`src/rtl/pulse_counter_19_if.sv`:
```
// pulse_counter_19_if -- groups the button/clear inputs and count outputs of
// pulse_counter_19.
//   btn_up, btn_down : raw asynchronous push-buttons (driven by master)
//   clear            : synchronous count clear (driven by master)
//   amount           : registered count 0..19 (driven by slave)
//   at_max, at_min   : amount == 19 / amount == 0 flags (driven by slave)
//   changed          : one-cycle pulse when amount takes a new value
interface pulse_counter_19_if;
  logic       btn_up;
  logic       btn_down;
  logic       clear;
  logic [4:0] amount;
  logic       at_max;
  logic       at_min;
  logic       changed;

  modport master (
    output btn_up, btn_down, clear,
    input  amount, at_max, at_min, changed
  );

  modport slave (
    input  btn_up, btn_down, clear,
    output amount, at_max, at_min, changed
  );
endinterface

```
`src/rtl/pulse_counter_19.sv`:
```
// pulse_counter_19 -- up/down decimal counter (0..19) driven by two debounced
// push-buttons.
//   clk   : single clock, rising edge
//   rst_n : asynchronous active-low reset
//   bus   : pulse_counter_19_if.slave (btn_up, btn_down, clear in;
//           amount, at_max, at_min, changed out)
// Parameters:
//   DEBOUNCE_CYCLES : consecutive stable synced cycles before a level is
//                     accepted (1..15)
//   WRAP            : 1 = count wraps 19<->0, 0 = saturates at 19 and 0
module pulse_counter_19 #(
  parameter int DEBOUNCE_CYCLES = 4,
  parameter bit WRAP            = 1'b1
) (
  input  logic          clk,
  input  logic          rst_n,
  pulse_counter_19_if.slave bus
);

  localparam logic [4:0] MAX_AMT  = 5'd19;
  localparam logic [3:0] CNT_LAST = 4'(DEBOUNCE_CYCLES - 1);

  // Index 0 = up button, index 1 = down button.
  logic [1:0]      sync_p0;
  logic [1:0]      sync_p1;
  logic [1:0][3:0] db_cnt;
  logic [1:0]      db_p2;
  logic [1:0]      db_p3;
  logic [1:0]      evt;
  logic [4:0]      amount_q;
  logic [4:0]      amount_nxt;
  logic            changed_q;

  function automatic logic [4:0] step_up(input logic [4:0] a);
    if (a >= MAX_AMT) step_up = WRAP ? 5'd0 : MAX_AMT;
    else              step_up = a + 5'd1;
  endfunction

  function automatic logic [4:0] step_down(input logic [4:0] a);
    if (a == 5'd0)        step_down = WRAP ? MAX_AMT : 5'd0;
    else if (a > MAX_AMT) step_down = MAX_AMT;
    else                  step_down = a - 5'd1;
  endfunction

  // Rising edge of the debounced level only; release produces nothing.
  assign evt = db_p2 & ~db_p3;

  always_comb begin
    amount_nxt = amount_q;
    if (bus.clear)           amount_nxt = 5'd0;
    else if (evt == 2'b11)   amount_nxt = amount_q;
    else if (evt[0])         amount_nxt = step_up(amount_q);
    else if (evt[1])         amount_nxt = step_down(amount_q);
  end

  always_ff @(posedge clk or negedge rst_n) begin
    if (!rst_n) begin
      sync_p0   <= '0;
      sync_p1   <= '0;
      db_cnt    <= '0;
      db_p2     <= '0;
      db_p3     <= '0;
      amount_q  <= '0;
      changed_q <= 1'b0;
    end else begin
      // Stage p0/p1: two-flop synchronizer per button.
      sync_p0 <= {bus.btn_down, bus.btn_up};
      sync_p1 <= sync_p0;
      // Stage p2: debouncer; level flips on the edge the counter would hit
      // DEBOUNCE_CYCLES, and the counter restarts whenever levels agree.
      for (int i = 0; i < 2; i++) begin
        if (sync_p1[i] == db_p2[i]) begin
          db_cnt[i] <= '0;
        end else if (db_cnt[i] == CNT_LAST) begin
          db_p2[i]  <= sync_p1[i];
          db_cnt[i] <= '0;
        end else begin
          db_cnt[i] <= db_cnt[i] + 4'd1;
        end
      end
      // Stage p3: edge history for press detection.
      db_p3 <= db_p2;
      // Count register; changed flags a real value change only.
      amount_q  <= amount_nxt;
      changed_q <= (amount_nxt != amount_q);
    end
  end

  assign bus.amount  = amount_q;
  assign bus.changed = changed_q;
  assign bus.at_max  = (amount_q == MAX_AMT);
  assign bus.at_min  = (amount_q == 5'd0);

endmodule
```
`src/flat_wrapper.sv`:
```
// flat-port wrapper written by rule: the top's interface ports become plain ports
module pulse_counter_19_flat 
#(
  parameter int DEBOUNCE_CYCLES = 4,
  parameter bit WRAP            = 1'b1
)
  (clk, rst_n, bus_btn_up, bus_btn_down, bus_clear, bus_amount, bus_at_max, bus_at_min, bus_changed);
  pulse_counter_19_if bus_i ();
  input  logic clk;
  input  logic rst_n;
  input wire logic [$bits(bus_i.btn_up)-1:0] bus_btn_up;
  input wire logic [$bits(bus_i.btn_down)-1:0] bus_btn_down;
  input wire logic [$bits(bus_i.clear)-1:0] bus_clear;
  output wire logic [$bits(bus_i.amount)-1:0] bus_amount;
  output wire logic [$bits(bus_i.at_max)-1:0] bus_at_max;
  output wire logic [$bits(bus_i.at_min)-1:0] bus_at_min;
  output wire logic [$bits(bus_i.changed)-1:0] bus_changed;
  assign bus_i.btn_up = bus_btn_up;
  assign bus_i.btn_down = bus_btn_down;
  assign bus_i.clear = bus_clear;
  assign bus_amount = bus_i.amount;
  assign bus_at_max = bus_i.at_max;
  assign bus_at_min = bus_i.at_min;
  assign bus_changed = bus_i.changed;
  pulse_counter_19 #(.DEBOUNCE_CYCLES(DEBOUNCE_CYCLES), .WRAP(WRAP)) u_core (.clk(clk), .rst_n(rst_n), .bus(bus_i));
endmodule
```
`config.mk`:
```
export PLATFORM = sky130hd
export DESIGN_NAME = pulse_counter_19_flat
export DESIGN_NICKNAME = d
export VERILOG_FILES = /design/src/rtl/pulse_counter_19_if.sv /design/src/rtl/pulse_counter_19.sv /design/src/flat_wrapper.sv
export SDC_FILE = /design/constraint.sdc
export NUM_CORES = 1
export LEC_CHECK = 0
export CAP_MARGIN = 15
export CORE_MARGIN = 2
export CORE_UTILIZATION = 30
export DETAILED_ROUTE_END_ITERATION = 8
export SLEW_MARGIN = 10
export SYNTH_ARGS = -nofsm -noshare
export SYNTH_HDL_FRONTEND = slang
export SYNTH_SLANG_ARGS = --single-unit
export TNS_END_PERCENT = 50
```
`constraint.sdc`:
```
create_clock -name clk -period 2.1 [get_ports clk]
set_input_delay 0.63 -clock clk [delete_from_list [all_inputs] [get_ports clk]]
set_output_delay 0.63 -clock clk [all_outputs]
set_load 0.1 [all_outputs]
```
==> key figures <==
Status
  – Status: finished, violations left
  – Violated checks: setup timing

Placed design
  – Detailed Place HPWL: 2330 µm
  – GP Congestion: 0.927
  – IO Port Bufs: 12
  – Dpl cell area: 0.00171 mm²

Setup path
  – Worst path cell trace: inv_4 > ha_4 > nor4b_4 > buf_4 > buf_12
  – Max stage delay on crit path: 530 ps
  – CP Max Fanout: 7
  – Bufs and invs on worst path: 3
  – Setup CP Type: flip-flop to primary output
  – Crit path max-delay cell type: dfrtp_4
  – Critical path capture point type: primary output
  – Crit path DAT: 1510 ps
  – Worst setup SP type: flip-flop
  – Worst path top cell family by delay: flip-flops
  – WP data required: 1470 ps

Global routing
  – Number of global-route vias before repair: 1,193
  – Met3 Track Usage GR: 0.0231
  – Remaining global-route overflow: 0
  – Largest net degree at the start of global routing: 23
  – Most Used Layer, Global Route: met2
  – Total Routing Usage GR: 0.129
  – Grt met2 use: 0.230
  – Initial antenna violation count: 0
  – GR Util met1: 0.154
  – First-pass GRT wire length: 5220 µm

Synth
  – Yosys reg bits: 22
  – Synthesized Nets: 154
  – Synth cell types: 41
  – Syn avg cell area: 9.04 µm²
  – Top post-synthesis cells by area: dfrtp_1 (42%), a21oi_1 (5.0%), ha_1 (4.8%)
  – Synth warn: 0
  – Yosys top cell area share: 0.423
  – Netlist Area Pre-Place: 0.00130 mm²
  – Sequential fraction of the synthesis area: 0.423
  – Cell type with the largest total area after synthesis: dfrtp_1
  – Cell count after synthesis: 144

Timing
  – Final Max Tran Viols: 0
  – Final Hold Viols: 0
  – Final setup viols: 2
  – Clock skew: 2.71 ps
  – Part of the cycle the worst path needs: 1.02
  – Max Clock Freq: 0.467 GHz
  – Worst slew pin tran: 511 ps
  – Min setup slack post-route: -40.0 ps
  – Headroom to the max-slew limit: 0.650
  – RSZ-0062 raised after global routing: true
  – Fin crit period: 2140 ps

Routing
  – Routed WL: 3090 µm
  – Avg WL per Cell: 13.8 µm
  – TritonRoute pass-1 iters: 4
  – Post-route ant nets: 0
  – Initial DRC Count: 111
  – DR DRC count: 0
  – Via count: 1,226
  – Vias per inst: 5.50

Floorplanning
  – Die area: 0.00488 mm²
  – # IOs: 13
  – Chip width: 69.9 µm
  – Core area: 0.00409 mm²
  – Die Ht: 69.9 µm
  – # rows: 23
  – Initial core utilization: 0.318

Clock network
  – Clock sink total: 22
  – CTS buffer count: 3
  – CTS tree: built
  – H-Tree Level Count: 1
  – Reg clk slew, reported paths: 80 ps
  – Clock Latency Late Sink: 260 ps
  – Root buffer cell: clkbuf_8
  – Longest Clk Path Bufs: 2

Cells and area
  – Fillers: 387
  – Storage element area: 559 µm²
  – Net count, final: 184
  – Number of diodes: 0
  – Syn-to-layout area delta: 39.5%
  – Multi-input logic area: 749 µm²
  – Fin area: 0.00182 mm²
  – Share of cells above drive strength 1: 0.301

Job
  – Max_cap viols: 0

Min path
  – Worst hold path class: flip-flop to flip-flop
## final timing paths
kind / from / endpoint / slack, ps / cells after the start
worst max-delay path: u_core.bus.amount[1] / bus_at_min / -40 / 5
worst min-delay path: u_core.sync_p0[1] / u_core.sync_p1[1] / 350 / 0
worst max register to register: u_core.bus.amount[1] / u_core.bus.changed / 120 / 9
worst min register to register: u_core.sync_p0[1] / u_core.sync_p1[1] / 350 / 0
max in group asynchronous: rst_n / u_core.bus.amount[1] / 1130 / 2
min in group asynchronous: rst_n / u_core.bus.amount[4] / 720 / 2
## cells in the mapped netlist
master / number
dfrtp_1: 22
a21oi_1: 13
nor2_1: 11
nand3_1: 9
clkbuf_1: 7
nand2_1: 6
nor3_1: 6
o21ai_0: 6
ha_1: 5
nand2b_1: 5
nor2b_1: 5
or3_1: 4
a31oi_1: 3
and3_1: 3
inv_1: 3
nor3b_1: 3
xor2_1: 3
a211oi_1: 2
buf_2: 2
mux2_2: 2
nand3b_1: 2
o211ai_1: 2
xnor2_1: 2
a2111oi_0: 1
a2111oi_1: 1
a21bo_2: 1
a21o_1: 1
a31o_2: 1
and4b_1: 1
buf_1: 1
nand4_1: 1
nand4bb_1: 1
nor4_1: 1
nor4b_1: 1
o211a_1: 1
o21a_1: 1
o221ai_1: 1
o22a_1: 1
o22ai_1: 1
o31a_1: 1
or2_2: 1
## metal layers
| metal | up-vias | part of all wire |
|---|---|---|
| li1 | 575 | - |
| met1 | 599 | 0.42 |
| met2 | 43 | 0.51 |
| met3 | 9 | 0.047 |
| met4 | 0 | 0.018 |
| met5 | - | 0 |
## cell families (layout without fill, tap and decap cells)
group                    Yosys count  in the layout  share of synthesized area
AND/OR/NAND/NOR                   60             60                      0.255
AO/OA/AOI/OAI                     37             37                      0.184
flip-flops                        22             22                      0.423
buffers and inverters             13             42                     0.0394
adder cells (fa/ha/maj)            5              5                     0.0481
XOR/XNOR                           5              5                     0.0337
multiplexers                       2              2                     0.0173
## cells in the final DEF, fill, tap and decap left out, drive strengths merged, types with 5 or more instances in the layout
cell type	instances
dfrtp	22
nor2b	5
nand3	9
nor2	11
nor3	6
o21ai	6
nand2b	5
buf	31
a21oi	13
nand2	6
ha	5
## registers in the layout, summed over array words and instances, names as in the netlist
name and cells:
u_core.db_cnt 8, u_core.sync_p1 2, u_core.db_p3 2, u_core.bus.changed 1
u_core.sync_p0 2, u_core.bus.amount 5, u_core.db_p2 2
## metrics by stage
step | setup WS [ps] | util | instances | hold slack, ps | TNS [ps]
2_1_floorplan | -920 | - | 144 | 331 | -5370
3_3_place_gp | 26.7 | 0.419 | 215 | 334 | 0
3_5_place_dp | -16.6 | 0.419 | 215 | 337 | -16.6
4_1_cts | -25.3 | 0.440 | 222 | 355 | -36.6
5_1_grt | -119 | 0.444 | 223 | 366 | -175
6_report | -40.0 | 0.444 | 223 | 353 | -47.2
## area by class of cell
type | count | share of cell area
multi-input cells | 109 | 0.413
clock buffers | 4 | 0.0303
inverters | 3 | 0.00896
well taps | 50 | 0.0345
flip-flops and latches | 22 | 0.308
repair buffers | 35 | 0.205
## worst register-to-register path, cell delays in order, from the launching register on
cell and delay (ps):
dfrtp_4 470, inv_4 50, ha_4 140, nor4b_4 120
buf_4 150, or3_4 330, buf_4 160, a21oi_1 150
nand4bb_1 160, nand4_1 110
## what timing repair did
action	4_1_cts	5_1_grt
setup endpoints to repair	2	3
pin swaps	0	2
hold buffers	0	0
gates resized for setup	2	2
setup buffers	3	1
Power is left out: the tool's default activity adds up to more than one toggle a clock period on the data nets, which glitch-free logic cannot reach.
